===== src/rtl/msg_schedule_ctrl.sv =====
// SHA-256 message-schedule sequencer: loads 16 words, expands to W[0..ROUNDS-1] over a 16-slot ring.
// Optional abort input enabled by defining MSG_SCHED_ABORT_EN.
module msg_schedule_ctrl #(
    parameter int ROUNDS = 64
) (
    input  logic        clock,
    input  logic        reset,
`ifdef MSG_SCHED_ABORT_EN
    input  logic        abort,
`endif
    input  logic        start,
    input  logic [31:0] block_word,
    input  logic        block_word_valid,
    output logic        block_word_ready,
    output logic [31:0] wt,
    output logic        wt_valid,
    input  logic        wt_ready,
    output logic [5:0]  t_index,
    output logic        busy,
    output logic        done
);
    typedef enum logic [1:0] {IDLE, LOAD, EXPAND, DONE} state_t;
    localparam logic [5:0] LAST = 6'(ROUNDS - 1);

    state_t      state;
    logic [31:0] sbuf [16];
    logic [3:0]  load_cnt;
    logic [5:0]  n;
    logic [3:0]  ni;
    logic [31:0] w_next;

    function automatic logic [31:0] s0(input logic [31:0] x);
        return {x[6:0], x[31:7]} ^ {x[17:0], x[31:18]} ^ {3'b0, x[31:3]};
    endfunction

    function automatic logic [31:0] s1(input logic [31:0] x);
        return {x[16:0], x[31:17]} ^ {x[18:0], x[31:19]} ^ {10'b0, x[31:10]};
    endfunction

    // Ring slots wrap naturally in 4-bit arithmetic, giving the mod-16 addressing.
    always_comb begin
        n  = t_index + 6'd1;
        ni = n[3:0];
        if (n < 6'd16)
            w_next = sbuf[ni];
        else
            w_next = s1(sbuf[ni - 4'd2]) + sbuf[ni - 4'd7] + s0(sbuf[ni - 4'd15]) + sbuf[ni];
    end

    always_ff @(posedge clock or negedge reset) begin
        if (!reset) begin
            state            <= IDLE;
            load_cnt         <= 4'd0;
            block_word_ready <= 1'b0;
            wt               <= 32'd0;
            wt_valid         <= 1'b0;
            t_index          <= 6'd0;
            busy             <= 1'b0;
            done             <= 1'b0;
            for (int i = 0; i < 16; i++) sbuf[i] <= 32'd0;
        end else begin
            done <= 1'b0;
`ifdef MSG_SCHED_ABORT_EN
            if (abort) begin
                state            <= IDLE;
                load_cnt         <= 4'd0;
                block_word_ready <= 1'b0;
                wt_valid         <= 1'b0;
                busy             <= 1'b0;
            end else
`endif
            case (state)
                IDLE: if (start) begin
                    state            <= LOAD;
                    load_cnt         <= 4'd0;
                    block_word_ready <= 1'b1;
                    busy             <= 1'b1;
                end
                LOAD: if (block_word_valid && block_word_ready) begin
                    sbuf[load_cnt] <= block_word;
                    load_cnt       <= load_cnt + 4'd1;
                    if (load_cnt == 4'd15) begin
                        state            <= EXPAND;
                        block_word_ready <= 1'b0;
                        wt               <= sbuf[0];
                        wt_valid         <= 1'b1;
                        t_index          <= 6'd0;
                    end
                end
                EXPAND: if (wt_ready) begin
                    // Retiring W[t] into its slot frees nothing the next word still needs.
                    sbuf[t_index[3:0]] <= wt;
                    if (t_index == LAST) begin
                        wt_valid <= 1'b0;
                        state    <= DONE;
                        done     <= 1'b1;
                    end else begin
                        wt      <= w_next;
                        t_index <= t_index + 6'd1;
                    end
                end
                DONE: begin
                    state <= IDLE;
                    busy  <= 1'b0;
                end
                default: state <= IDLE;
            endcase
        end
    end
endmodule


===== config.mk =====
export PLATFORM = sky130hd
export DESIGN_NAME = msg_schedule_ctrl
export DESIGN_NICKNAME = d
export VERILOG_FILES = /design/src/rtl/msg_schedule_ctrl.sv
export SDC_FILE = /design/constraint.sdc
export NUM_CORES = 2
export LEC_CHECK = 0
export CORE_UTILIZATION = 42
export CTS_CLUSTER_SIZE = 12
export DETAILED_ROUTE_END_ITERATION = 8
export DONT_BUFFER_PORTS = 1
export GPL_TIMING_DRIVEN = 0
export SYNTH_ARGS = -nofsm -noshare
export SYNTH_HDL_FRONTEND = slang
export SYNTH_SLANG_ARGS = --single-unit

===== constraint.sdc =====
create_clock -name clock -period 21.7 [get_ports clock]
set_input_delay 6.51 -clock clock [delete_from_list [all_inputs] [get_ports clock]]
set_output_delay 6.51 -clock clock [all_outputs]
set_load 0.05 [all_outputs]

; After elaboration in Yosys (flattened, before gate mapping)
; Cells that the tools add are included.
; Widths: inputs -> output; s select.
[totals]
reg_bits = 560
in_bits = 37
out_inout_bits = 42
word_cells = 130
[op_classes]
addsub = 8
order_cmp = 9
eq_ne = 11
n_mux = 54
bitwise = 10
reduce_logical = 14
[ops]
columns = operator, n
row1 = $bwmux 512, 2
row2 = $mux 512, 2
row3 = $pmux 512 s2, 1
row4 = $bmux 32 s4, 4
row5 = $mux 32, 15
row6 = $demux 32 s4, 2
row7 = $add 32x32->32, 3
row8 = $pmux 32 s2, 1
row9 = $xor 32x32->32, 2
row10 = $xor 32x22->32, 1
row11 = $xor 32x29->32, 1
row12 = $ge 5x5->1 const B, 6
row13 = $not 4->5, 6
row14 = $mux 6, 4
row15 = $reduce_and 5->1, 3
row16 = $ne 2x2->1 const B, 6
row17 = $pmux 6 s2, 1
row18 = $lt 5x1->1 const B, 2
row19 = $mux 1, 10
row20 = $mux 2, 5
row21 = $mux 4, 2
row22 = $pmux 2 s4, 1
row23 = $pmux 4 s2, 1
row24 = $add 6x1->6 const B, 1
row25 = other kinds (16), 24

; Longest topological paths before layout
[logic_depth]
word_depth = 15
ltp_mapped = 33

; Least setup slack after synthesis
; OpenSTA, ideal clock, no wires.
[synth_timing]
path_kind = register to register
start = register t_index[0]
end = register wt[21]
t_arrival_ns = 8.211
slack_ns = 13.363
path_stages_with_launch = 31
period_less_slack_ns = 8.337
cell_sequence = dfrtp_1 inv_1 buf_2 buf_1 clkbuf_1 ha_1 buf_2 buf_2 nor2_1 xnor2_1 clkbuf_1 clkbuf_1 mux4_2 mux4_2 xnor2_1 xnor2_1 fa_1 fa_1 ha_1 inv_1 fa_1 nor2b_1 o21ai_0 a21boi_0 o21ai_0 o221ai_1 a21boi_0 o21ai_0 xnor2_1 a21oi_1 a221o_1
[synth_between]
elab_chain_len = 15
word_cells_on_any_way = 35
[synth_lines]
columns = item, line_no
row1 = from (decl), 18  ; output logic [5:0] t_index,
row2 = from (signal assigned), 99  ; t_index <= t_index + 6'd1;
row3 = $add 6x1->6, 42  ; n = t_index + 6'd1;
row4 = $sub 4x2->4, 47  ; w_next = s1(sbuf[ni - 4'd2]) + sbuf[ni - 4'd7] + s0(sbuf[ni - 4'd15]) + sbuf[ni];
row5 = $not 4->5 (implied by the code), 47
row6 = $bmux 32 s4, 47
row7 = $mux 32 (implied by the code) (2 in series), 47
row8 = $xor 32x32->32, 37  ; return {x[16:0], x[31:17]} ^ {x[18:0], x[31:19]} ^ {10'b0, x[31:10]};
row9 = $xor 32x22->32, 37
row10 = $add 32x32->32 (3 in series), 47
row11 = $mux 32, 44  ; if (n < 6'd16)
row12 = $mux 32, 93  ; if (t_index == LAST) begin
row13 = $mux 32, 90  ; EXPAND: if (wt_ready) begin
row14 = $pmux 32 s2, 72  ; case (state)
row15 = to (signal assigned), 85  ; wt <= sbuf[0];
row16 = to (signal assigned), 98  ; wt <= w_next;
row17 = to (decl), 15  ; output logic [31:0] wt,
; Parallel ways exist; a longest one is shown, timed or not. The select of a mux whose other input is x is not followed.
; A chain may end at the register's enable or synchronous reset.

; Worst setup path in the final report
[layout_timing]
start = register t_index[0]
end = register wt[27]
; Same word-level chain as after synthesis.

==> reports/metrics.csv <==
stage,metric,value,unit
finish,Layout area overhead,9.94,%
clock_network,CTS tree,built,
yosys,prevailing post-synth register cell,dfrtp_1,
setup_path,Worst Path Max Fanout,12,
setup_path,worst setup path class,flop to flop,
setup_path,worst path bufs/invs,10,
yosys,post-synthesis cell count,4061,
clock_network,postcts setup bufs,0,
finish,"most common cell after layout, fill and taps aside",dfrtp_1,
yosys,Syn Std Cell Area,41900,sq um
route,Iter 0 DRT Violations,8651,
finish,filler cell count,9438,
grt,first-pass GRT wire length,351000,microns
clock_network,Clock Latency Late Sink,710,ps
grt,all-layer global routing usage,51.6,%
yosys,Adder-Cell Fraction of Synth Area,4.30,%
yosys,"EDFF count, synth",0,
setup_path,CP Data Required Time,22300,ps
setup_path,CP Launch Type,flop,
route,WL/cell,48.5,microns
clock_network,post-cts repair resize count,0,
yosys,simple-gate share of the synthesized area,8.35,%
setup_path,CP startpoint,t_index[0],
die,Initial Util,42.5,%
die,DIE HEIGHT,318,microns
grt,initial antenna violation count,19,
route,Final Routed Wirelength,267000,microns
route,DRT Pass-1 Iters,7,
die,std cell rows,115,
die,core footprint,98700,sq um
die,io pins,79,
clock_network,H-tree Lvls,3,
yosys,Synth Area in Compound Gates,19.1,%
yosys,Synth Register Bits,560,
clock_network,Clock Path Buffers,3,
timing,Slew Limit Fails,489,
yosys,sequential element share of the synthesized area,33.4,%
die,total die area,101000,sq um
timing,Clock Skews,45.8,ps
placement,Final HPWL DP,190000,microns
timing,final hold viol count,0,
timing,fin crit share,61.1,%
yosys,ys async rst share,100,%
setup_path,Crit. End Element,flop,
clock_network,clock slew at reported path FFs,60,ps
finish,highest-count cells in the layout ignoring fill and taps,"560 x dfrtp_1, 537 x nor2_1, 535 x a21oi_1, 514 x a22oi_1, 403 x mux4_2",
job,max cap viols,10,
clock_network,clock root cell,clkbuf_16,
clock_network,clk sinks,560,
die,chip width,318,microns
yosys,"Net Count, Synth",4205,
run_status,failing checks,"capacitance limit, slew limit",
finish,fin nets,4283,
route,detailed-route vias per instance,7.82,
timing,worst slew margin relative to its limit,-149,%
timing,Final min period,13250,ps
grt,largest net degree at the start of global routing,561,
finish,layout cells sized above 1,16.6,%
timing,final setup fails,0,
timing,Slew @ Worst Pin,3730,ps
setup_path,cell mode on critical path,buf_2,
grt,total grt overflow,0,
route,Post-route DRC,0,
yosys,Synthesis Warnings,0,
setup_path,Worst path slowest cell,buf_1,
worst_hold_path,Hold Crit Class,flop to flop,
timing,unrepaired setup endpoints after global routing,false,
worst_hold_path,Hold Crit Start,sbuf[182],
yosys,post-synthesis cell type count,61,
timing,setup tns final,0,ps
timing,Max Fclk,75.5,MHz
route,vias,43000,
setup_path,Critical R2R Launch,t_index[0],
clock_network,CTS Buf Count,71,
route,antenna-violating nets left,0,
yosys,xor/xnor cell area share of the yosys netlist,3.38,%
setup_path,Crit path max-delay family,buffers and inverters,
setup_path,"slowest stage delay, CP",1000,ps
setup_path,CP arrival,13850,ps
grt,number of global-route vias before repair,39900,
placement,GP Congestion,1.13,
run_status,outcome,finished with violations,
clock_network,hold_buf cts,0,
yosys,main combinational cell family by area after synthesis,multiplexers,
yosys,mux share of post-synthesis cell area,26.5,%
yosys,Post-Syn Area per Cell,10.3,sq um
timing,hold_ws,543,ps
placement,I/O Buffers,0,
[worst paths after layout]
path	to	slack, ps	cells after the start
worst max-delay path	wt[27]	8450	27
worst min-delay path	sbuf[182]	540	2
worst max register to register	wt[27]	8450	27
worst min register to register	sbuf[182]	540	2
max in group asynchronous	sbuf[414]	13260	0
min in group asynchronous	sbuf[324]	5600	0
[through the flow]
step	utilization [%]	cells	instance area, sq um	setup WS, ps
2_1_floorplan	-	4061	41900	13360
5_1_grt	46.7	5481	46100	8420
4_1_cts	46.7	5479	46000	9020
3_3_place_gp	44.1	5348	43600	9070
6_report	46.7	5494	46100	8450
3_5_place_dp	44.2	5351	43600	9040
[Yosys cell counts, types with 3 or more instances]
master | instances | area share (%)
a211oi_1 | 7 | 0.13
a21o_1 | 19 | 0.34
a21oi_1 | 535 | 6.4
a221o_1 | 7 | 0.17
a22o_1 | 6 | 0.13
a22oi_1 | 514 | 9.2
a31oi_1 | 7 | 0.10
and2_1 | 55 | 0.82
and3_1 | 16 | 0.24
buf_1 | 32 | 0.29
buf_2 | 61 | 0.73
buf_4 | 3 | 0.054
clkbuf_1 | 379 | 3.4
dfrtp_1 | 560 | 33
fa_1 | 62 | 3.0
ha_1 | 45 | 1.3
inv_1 | 44 | 0.39
mux2_2 | 76 | 2.0
mux2i_1 | 120 | 2.9
mux4_2 | 403 | 22
nand2_1 | 150 | 1.3
nand2b_1 | 6 | 0.089
nand3_1 | 9 | 0.11
nand4_1 | 4 | 0.060
nor2_1 | 540 | 4.8
nor2b_1 | 39 | 0.58
nor3_1 | 4 | 0.048
o211ai_1 | 15 | 0.27
o21a_1 | 13 | 0.23
o21ai_0 | 132 | 1.6
o22ai_1 | 3 | 0.045
o311ai_0 | 3 | 0.063
o31ai_1 | 7 | 0.13
or3_1 | 6 | 0.089
xnor2_1 | 97 | 2.0
xor2_1 | 47 | 0.98
[worst min-delay path, delay by kind of cell, from the launching register on]
family             cells  cell delay, ps
AOI/OAI and AO/OA      1              60
DFF                    1             390
and+or+nand+nor        1              60
[final cells by class]
class	count	area (sq um)	share of cell area, %
timing repair buffer	5	75.1	0.163
buffer	477	1910	4.15
sequential	560	14000	30.4
clock buffer	104	2100	4.56
multi-input combinational	2977	25900	56.1
clock inverter	24	317	0.686
antenna	13	32.5	0.0705
inverter	47	176	0.383
tap	1287	1610	3.49
[cell families after synthesis]
logic type	count (synthesis)
compound gates	1284
xor+xnor	151
fa+ha+maj	107
buf+inv	524
flops	560
mux	599
simple gates	836
[flip-flops by register name, summed over array words and instances, names as in the netlist]
name              flops
state                 2
done                  1
sbuf                512
busy                  1
t_index               6
load_cnt              4
wt                   32
block_word_ready      1
wt_valid              1
[layer usage]
| layer | up-vias | global-route usage, % | part of all wire [%] |
|---|---|---|---|
| met5 | - | 5.53 | 0.38 |
| li1 | 15400 | - | - |
| met1 | 21400 | 59.3 | 33 |
| met3 | 1384 | 33.8 | 19 |
| met4 | 38 | 36.9 | 9.2 |
| met2 | 4767 | 67.7 | 38 |
Power is left out: the tool's default activity adds up to more than one toggle a clock period on the data nets, which glitch-free logic cannot reach.
